### config.mk
export PLATFORM = sky130hd
export DESIGN_NAME = fetch_queue_flat
export DESIGN_NICKNAME = d
export VERILOG_FILES = /design/src/rtl/fetch_queue_if.sv /design/src/rtl/fetch_queue.sv /design/src/flat_wrapper.sv
export SDC_FILE = /design/constraint.sdc
export NUM_CORES = 1
export LEC_CHECK = 0
export CAP_MARGIN = 20
export CORE_MARGIN = 2
export CORE_UTILIZATION = 55
export CTS_BUF_LIST = sky130_fd_sc_hd__clkbuf_4 sky130_fd_sc_hd__clkbuf_8
export CTS_CLUSTER_DIAMETER = 50
export DETAILED_ROUTE_END_ITERATION = 8
export PLACE_DENSITY = 0.79
export SLEW_MARGIN = 20
export SYNTH_ARGS = -nofsm -noshare
export SYNTH_HDL_FRONTEND = slang
export SYNTH_SLANG_ARGS = --single-unit
### constraint.sdc
create_clock -name i_clk -period 4.1 [get_ports i_clk]
set_input_delay 0.615 -clock i_clk [delete_from_list [all_inputs] [get_ports i_clk]]
set_output_delay 0.615 -clock i_clk [all_outputs]
set_load 0.05 [all_outputs]
### src/rtl/fetch_queue_if.sv
// Fetch/decode bus for fetch_queue: two-word enqueue from fetch, two-word valid/ready dequeue to decode, flush.
// FQ_PC_TAG_EN adds the flush restart PC and the per-slot output PCs.
interface fetch_queue_if;

   logic [1:0][31:0] i_insts;
   logic [1:0]       i_valid;
   logic             o_ready;
   logic [1:0][31:0] o_insts;
   logic [1:0]       o_valid;
   logic             i_dec_ready;
   logic             i_flush;
`ifdef FQ_PC_TAG_EN
   logic [31:0]      i_flush_pc;
   logic [1:0][31:0] o_pcs;
`endif

`ifdef FQ_PC_TAG_EN
   modport master (
      output i_insts, i_valid, i_dec_ready, i_flush, i_flush_pc,
      input  o_ready, o_insts, o_valid, o_pcs
   );

   modport slave (
      input  i_insts, i_valid, i_dec_ready, i_flush, i_flush_pc,
      output o_ready, o_insts, o_valid, o_pcs
   );
`else
   modport master (
      output i_insts, i_valid, i_dec_ready, i_flush,
      input  o_ready, o_insts, o_valid
   );

   modport slave (
      input  i_insts, i_valid, i_dec_ready, i_flush,
      output o_ready, o_insts, o_valid
   );
`endif

endinterface

### src/rtl/fetch_queue.sv
// Circular decoupling buffer between the dual-issue fetch stage and decode; drops all-zero words.
// Optional macro FQ_PC_TAG_EN stores a PC alongside every queued word.
module fetch_queue #(
   parameter int          DEPTH    = 8,
   parameter logic [31:0] RESET_PC = 32'h0000_0000
) (
   input logic          i_clk,
   input logic          i_rst,
   fetch_queue_if.slave fq
);

   localparam int AW = $clog2(DEPTH);
   localparam int CW = AW + 1;

`ifdef FQ_PC_TAG_EN
   localparam int EW = 64;
`else
   localparam int EW = 32;
`endif

   if (DEPTH < 4 || (DEPTH & (DEPTH - 1)) != 0) begin : g_bad_depth
      $error("fetch_queue: DEPTH must be a power of two and at least 4");
   end
   if (RESET_PC[1:0] != 2'b00) begin : g_bad_reset_pc
      $error("fetch_queue: RESET_PC must be word aligned");
   end

   logic [AW-1:0] head;
   logic [AW-1:0] tail;
   logic [CW-1:0] count;
   logic [EW-1:0] mem [DEPTH];

   logic          ready;
   logic [1:0]    accept;
   logic [1:0]    enq_cnt;
   logic [1:0]    out_valid;
   logic [1:0]    deq_cnt;
   logic [AW-1:0] wr_idx1;
   logic [AW-1:0] rd_idx1;
   logic [EW-1:0] wr_data0;
   logic [EW-1:0] wr_data1;
   logic [EW-1:0] rd_data0;
   logic [EW-1:0] rd_data1;

`ifdef FQ_PC_TAG_EN
   logic [31:0]   pc_next;
`endif

   // Ready is judged on the registered count alone, so a pair can always land
   // even when decode takes nothing this cycle.
   always_comb begin
      ready     = (count <= CW'(DEPTH - 2));
      accept    = 2'b00;
      accept[0] = ready && fq.i_valid[0] && (fq.i_insts[0] != 32'd0);
      accept[1] = ready && fq.i_valid[1] && (fq.i_insts[1] != 32'd0);
      enq_cnt   = {1'b0, accept[0]} + {1'b0, accept[1]};

      out_valid    = 2'b00;
      out_valid[0] = (count >= CW'(1));
      out_valid[1] = (count >= CW'(2));
      deq_cnt      = fq.i_dec_ready ? ({1'b0, out_valid[0]} + {1'b0, out_valid[1]}) : 2'b00;

      wr_idx1 = tail + AW'(accept[0]);
      rd_idx1 = head + AW'(1);

`ifdef FQ_PC_TAG_EN
      wr_data0 = {pc_next, fq.i_insts[0]};
      wr_data1 = {pc_next + (accept[0] ? 32'd4 : 32'd0), fq.i_insts[1]};
`else
      wr_data0 = fq.i_insts[0];
      wr_data1 = fq.i_insts[1];
`endif
   end

   // Pointer and occupancy state; reset beats flush, flush beats enqueue/dequeue.
   always_ff @(posedge i_clk) begin
      if (i_rst) begin
         head  <= '0;
         tail  <= '0;
         count <= '0;
      end else if (fq.i_flush) begin
         head  <= '0;
         tail  <= '0;
         count <= '0;
      end else begin
         head  <= head + AW'(deq_cnt);
         tail  <= tail + AW'(enq_cnt);
         count <= count + CW'(enq_cnt) - CW'(deq_cnt);
      end
   end

   // Live words are compacted: a lone slot-1 word lands at tail, not tail+1.
   always_ff @(posedge i_clk) begin
      if (!i_rst && !fq.i_flush) begin
         if (accept[0]) begin
            mem[tail] <= wr_data0;
         end
         if (accept[1]) begin
            mem[wr_idx1] <= wr_data1;
         end
      end
   end

`ifdef FQ_PC_TAG_EN
   // Dropped zero words do not consume a PC.
   always_ff @(posedge i_clk) begin
      if (i_rst) begin
         pc_next <= RESET_PC;
      end else if (fq.i_flush) begin
         pc_next <= fq.i_flush_pc;
      end else begin
         pc_next <= pc_next + {28'd0, enq_cnt, 2'b00};
      end
   end
`endif

   assign rd_data0 = mem[head];
   assign rd_data1 = mem[rd_idx1];

   assign fq.o_ready    = ready;
   assign fq.o_valid    = out_valid;
   assign fq.o_insts[0] = out_valid[0] ? rd_data0[31:0] : 32'd0;
   assign fq.o_insts[1] = out_valid[1] ? rd_data1[31:0] : 32'd0;

`ifdef FQ_PC_TAG_EN
   assign fq.o_pcs[0] = out_valid[0] ? rd_data0[63:32] : 32'd0;
   assign fq.o_pcs[1] = out_valid[1] ? rd_data1[63:32] : 32'd0;
`endif

`ifndef SYNTHESIS
   always_ff @(posedge i_clk) begin
      if (!i_rst) begin
         assert (count <= CW'(DEPTH));
         assert ((accept == 2'b00) || ready);
      end
   end
`endif

endmodule

### src/flat_wrapper.sv
// flat-port wrapper written by rule: the top's interface ports become plain ports
module fetch_queue_flat 
#(
   parameter int          DEPTH    = 8,
   parameter logic [31:0] RESET_PC = 32'h0000_0000
)
  (i_clk, i_rst, fq_i_insts, fq_i_valid, fq_i_dec_ready, fq_i_flush, fq_o_ready, fq_o_insts, fq_o_valid);
  fetch_queue_if fq_i ();
  input logic i_clk;
  input logic i_rst;
  input wire logic [$bits(fq_i.i_insts)-1:0] fq_i_insts;
  input wire logic [$bits(fq_i.i_valid)-1:0] fq_i_valid;
  input wire logic [$bits(fq_i.i_dec_ready)-1:0] fq_i_dec_ready;
  input wire logic [$bits(fq_i.i_flush)-1:0] fq_i_flush;
  output wire logic [$bits(fq_i.o_ready)-1:0] fq_o_ready;
  output wire logic [$bits(fq_i.o_insts)-1:0] fq_o_insts;
  output wire logic [$bits(fq_i.o_valid)-1:0] fq_o_valid;
  assign fq_i.i_insts = fq_i_insts;
  assign fq_i.i_valid = fq_i_valid;
  assign fq_i.i_dec_ready = fq_i_dec_ready;
  assign fq_i.i_flush = fq_i_flush;
  assign fq_o_ready = fq_i.o_ready;
  assign fq_o_insts = fq_i.o_insts;
  assign fq_o_valid = fq_i.o_valid;
  fetch_queue #(.DEPTH(DEPTH), .RESET_PC(RESET_PC)) u_core (.i_clk(i_clk), .i_rst(i_rst), .fq(fq_i));
endmodule
* Yosys cells after proc, flatten, opt, wreduce, memory -nomap -nowiden
Memory sizes are Yosys's and may differ from the RTL's. A register that Yosys moved wholly into a read port is not among the register bits.
Cells that the tools add are included.
** Operators by class
- Muxes and demuxes :: 10
- Order comparisons :: 3
- Add/sub/neg operators :: 8
- Reduce and logical (&&, ||, !) cells :: 10
** Operators with widths (number)
- 32-bit two-way mux :: 2
- 32-bit nonzero test :: 2
- 3-bit by 2-bit adder with 3-bit output :: 2
- 1-bit two-way mux :: 6
- 1-bit logical AND :: 5
- 1-bit by 1-bit adder with 2-bit output :: 2
- 4-bit by 2-bit adder with 4-bit output :: 1
- 4-bit by 1-bit greater-or-equal comparator with 1-bit output (second input constant) :: 1
- 4-bit by 2-bit greater-or-equal comparator with 1-bit output (second input constant) :: 1
- 4-bit by 3-bit less-or-equal comparator with 1-bit output (second input constant) :: 1
- 4-bit by 2-bit subtractor with 4-bit output :: 1
- 3-bit by 1-bit adder with 3-bit output :: 1
- 3-bit by 1-bit adder with 3-bit output (second input constant) :: 1
- 3-bit two-way mux :: 1
- 1-bit zero test :: 2
- 2-bit two-way mux :: 1
- 2-bit OR reduction :: 1
** Storage, ports and cells
- Word-level logic and storage cells :: 35
- RAM bits :: 256
- Memories kept :: 1
- Output and inout port bits :: 67
- Bits in registers :: 10
** Memory list
- u_core.mem :: depth 8, bits a word 32, rd ports 2, clocked after Yosys merged registers in 1, write ports 2, line fetch_queue.sv:31 : logic [EW-1:0] mem [DEPTH];

* Longest topological paths before layout
- Word-level depth :: 6
- Gate-level depth with buffers :: 16
- Depth with buffers taken out :: 14

* Worst setup path before layout
Ideal clock, no wire load.
- Path type :: flip-flop to flip-flop
- Start point :: register u_core.count[3]
- End point :: memory u_core.mem[1][0] (enable)
- Slack :: -213 ps
- Stages on the path, launching flop included :: 13
- Data arrival time :: 3885 ps
- Library setup time :: 428 ps
- Clock period less this slack :: 4313 ps
- Buffers on the path :: 1
- Cells stage by stage :: dfxtp_1 -> inv_1 -> ha_1 -> nand2_1 -> mux2i_2 -> o211a_1 -> ha_1 -> ha_1 -> xnor2_1 -> nand4_1 -> nor4b_4 -> buf_4 -> o21bai_1
** RTL lines
- from (decl) :: line fetch_queue.sv:30 : logic [CW-1:0] count;
- from (signal assigned) :: line fetch_queue.sv:88 : count <= count + CW'(enq_cnt) - CW'(deq_cnt);
- to (decl) :: line fetch_queue.sv:31

==> impl_metrics.py <==
metrics = {
    "outcome": {
        "status": "complete, no violations",
    },
    "detailed_routing": {
        "drt_first_iter_violations": 1108,
        "antenna_left": 0,
        "detailroute.via_count": 10800,
        "drc": 0,
        "avgViaCountPerCell": 6.44,
        "wl_per_cell_um": 26.4,
        "postRouteWirelength_mm": 44.3,
        "drt-pass1-iter-count": 5,
    },
    "finish": {
        "fillers": 1802,
        "finish.cell_count_without_fillers": 1675,
        "fin_nets": 1344,
        "count_of_antenna_diodes_in_the_layout": 0,
        "final_core_util": 0.708,
        "finish.instance_area_mm2": 0.0203,
        "drive_gt1_frac": 0.512,
        "area_growth_pct": 27.1,
    },
    "critical_path": {
        "start_kind": "input port",
        "critPathKind": "input port to flip-flop",
        "critPathCaptureType": "flip-flop",
        "worst_ep_required_time_ns": 4.36,
        "worst-path-max-fanout": 10,
        "worst-r2r-setup-slack_ns": 0.82,
        "crit_arrival_ns": 4.20,
    },
    "cts": {
        "clock_latency_ns": 0.57,
        "cts_tree": "built",
        "cts-buffers-inserted": 45,
        "cts.repair.resized": 0,
        "cts_root_buf": "sky130_fd_sc_hd__clkbuf_8",
        "clock-sinks": 266,
        "path_clk_slew_ns": 0.06,
        "cts_post_setup_buffers_inserted": 0,
        "hold_buffers": 0,
        "number_of_h_tree_levels": 2,
        "clockBufferDepth": 3,
    },
    "job": {
        "maxCapViolCount": 0,
    },
    "timing": {
        "timing_max_transition_violations_final": 0,
        "setup_tns_ns": 0,
        "clock_skew_ns": 0.0282,
        "final_period_minus_worst_setup_slack_ns": 3.94,
        "rsz_0062_raised_after_global_routing": "no",
        "setup_violations": 0,
        "fin_crit_sh": 0.961,
        "fmax_mhz": 254,
        "final_critical_path_setup_slack_ns": 0.159,
        "worst_slew_pin_slew_ns": 0.881,
        "hold_viol_final": 0,
        "slew-limit-headroom": 0.413,
    },
    "floorplan": {
        "die_height_um": 174,
        "fp-row-count": 62,
        "core_region_area_mm2": 0.0286,
        "design.portCount": 137,
        "die-area_mm2": 0.0304,
        "initial_utilization": 0.557,
        "die_w_um": 174,
    },
    "global_route": {
        "grt.total_usage": 0.295,
        "antenna_found_initial": 0,
        "grt_remaining_overflow": 0,
        "global_route_wire_length_before_repair_mm": 67.6,
        "grt_pass1_vias": 11200,
        "grt_start_max_net_pins": 75,
    },
    "logic_synthesis": {
        "synth-simple-area-share": 0.0479,
        "ys_async_rst_share": 0,
        "synthesis.nets": 1099,
        "avgSynthCellArea_um2": 15.8,
        "yosysUniqueCellTypes": 41,
        "synth_top_cells_by_count": "sky130_fd_sc_hd__edfxtp_1 (256), sky130_fd_sc_hd__mux2_2 (226), sky130_fd_sc_hd__mux4_2 (128)",
        "synth_top_family_by_area": "multiplexers",
        "yosys.cell_count.top_type": "sky130_fd_sc_hd__edfxtp_1",
        "yosys.area.top_type": "sky130_fd_sc_hd__edfxtp_1",
        "sequential_fraction_of_the_synthesis_area": 0.495,
        "synth.ff_latch_count": 266,
        "multiplexer_share_of_the_synthesized_area": 0.389,
        "mappedNetlistArea_mm2": 0.0159,
        "synthCells": 1010,
        "synth_top_cell_area_share": 0.482,
        "yosys.area_share.adder": 0.0159,
        "synth-edff-count": 256,
        "yosysWarnings": 0,
        "synth_xor_area_frac": 0.00549,
        "synth_compound_area_frac": 0.0166,
        "synth.area.top_cells": "sky130_fd_sc_hd__edfxtp_1 (48%), sky130_fd_sc_hd__mux4_2 (18%), sky130_fd_sc_hd__mux2_2 (16%)",
        "top_flip_flop_cell_by_instance_count_after_synthesis": "sky130_fd_sc_hd__edfxtp_1",
    },
    "min_path": {
        "timing.hold.worst.class": "flip-flop to flip-flop",
    },
    "power": {
        "power.switching_fraction": 0.391,
        "power.switching_uw": 4250,
        "p_seq_frac": 0.293,
        "leakagePower_uw": 0.00675,
        "power_density_mw_per_mm2": 536,
        "clkPwrFrac": 0.223,
        "portion_of_total_power_attributed_to_combinational_logic": 0.484,
        "ir_worst_vdd_uv": 454,
        "cellInternalPower_uw": 6630,
    },
    "placement": {
        "placed_cells": 1592,
        "place_hpwl_mm": 30.3,
        "placed_instance_area_mm2": 0.0193,
        "pre_cts_slack_ns": -0.465,
        "routabilityCongestion": 0.829,
        "io_buffer_count": 136,
    },
}
critical path, stage by stage:
cell and delay (ns):
sky130_fd_sc_hd__clkdlybuf4s50_1 0.50, sky130_fd_sc_hd__nor4_1 0.36, sky130_fd_sc_hd__buf_4 0.17, sky130_fd_sc_hd__nand4_1 0.19, sky130_fd_sc_hd__buf_4 0.21, sky130_fd_sc_hd__o211a_1 0.23, sky130_fd_sc_hd__ha_1 0.19, sky130_fd_sc_hd__ha_1 0.22
sky130_fd_sc_hd__xnor2_1 0.23, sky130_fd_sc_hd__nand4_1 0.20, sky130_fd_sc_hd__buf_4 0.19, sky130_fd_sc_hd__nor3_4 0.22, sky130_fd_sc_hd__buf_4 0.25, sky130_fd_sc_hd__o21bai_4 0.23, sky130_fd_sc_hd__buf_12 0.19
layout make-up:
cell class / count / area [um2] / area share
Sequential cell: 266 / 7900 / 0.390
Multi-Input combinational cell: 652 / 7750 / 0.382
Timing Repair Buffer: 279 / 3190 / 0.158
Clock buffer: 60 / 738 / 0.0364
Tap cell: 384 / 480 / 0.0237
Clock inverter: 23 / 169 / 0.00833
Inverter: 11 / 41.3 / 0.00204
state kept, by name, summed over array words and instances, names as in the netlist:
signal	cells
u_core.head	3
u_core.tail	3
u_core.count	4
u_core.mem	256
final timing paths:
check | startpoint | end | cells past startpoint
max | fq_i_insts[24] | u_core.mem[3][18]$_DFFE_PP_ | 15
min | u_core.tail[2]$_SDFF_PP0_ | u_core.tail[2]$_SDFF_PP0_ | 2
max reg2reg | u_core.count[3]$_SDFF_PP0_ | u_core.mem[3][18]$_DFFE_PP_ | 14
min reg2reg | u_core.tail[2]$_SDFF_PP0_ | u_core.tail[2]$_SDFF_PP0_ | 2
cell families after synthesis:
family / after synthesis
flops: 266
fa+ha+maj: 19
simple gates: 159
compound gates: 47
xor+xnor: 10
mux: 417
buf+inv: 92
power by group through the flow:
stage	combinational [uW]	sequential [uW]	clock [uW]
6_report	5260	3190	2420
5_1_grt	5510	3200	2570
4_1_cts	5290	3190	2440
3_5_place_dp	5260	3240	0
3_3_place_gp	5210	3240	0
2_1_floorplan	3200	3190	0
metrics by stage:
| stage | total power [uW] | hold slack, ns |
|---|---|---|
| final | 10900 | 0.695 |
| after global routing | 11300 | 0.721 |
| after CTS | 10900 | 0.681 |
| after detailed placement | 8510 | 0.672 |
| after global placement | 8450 | 0.637 |
| after floorplan | 6390 | 0.595 |
cells in the final DEF (no fill, tap or decap), drive strengths merged, types with 3 or more instances in the layout:
cell type      instances
ha                    17
and2                   7
xor2                   7
nand2                 70
mux4                 128
edfxtp               256
a21oi                 34
mux2                 256
buf                  175
clkinv                19
xnor2                  3
nor2                  43
clkdlybuf4s50        104
mux2i                 33
inv                   13
nand4                  6
o21bai                 8
dfxtp                 10
nor3                   6
nor4                  16
clkbuf                60
routing by layer:
metal	vias to the layer above	routed length (um)	GRT usage
li1	4569	-	-
met1	5500	17300	0.396
met2	611	22400	0.501
met3	104	3500	0.0468
met4	0	1080	0.0837
met5	-	0	0
(Power assumes the default switching activity.)
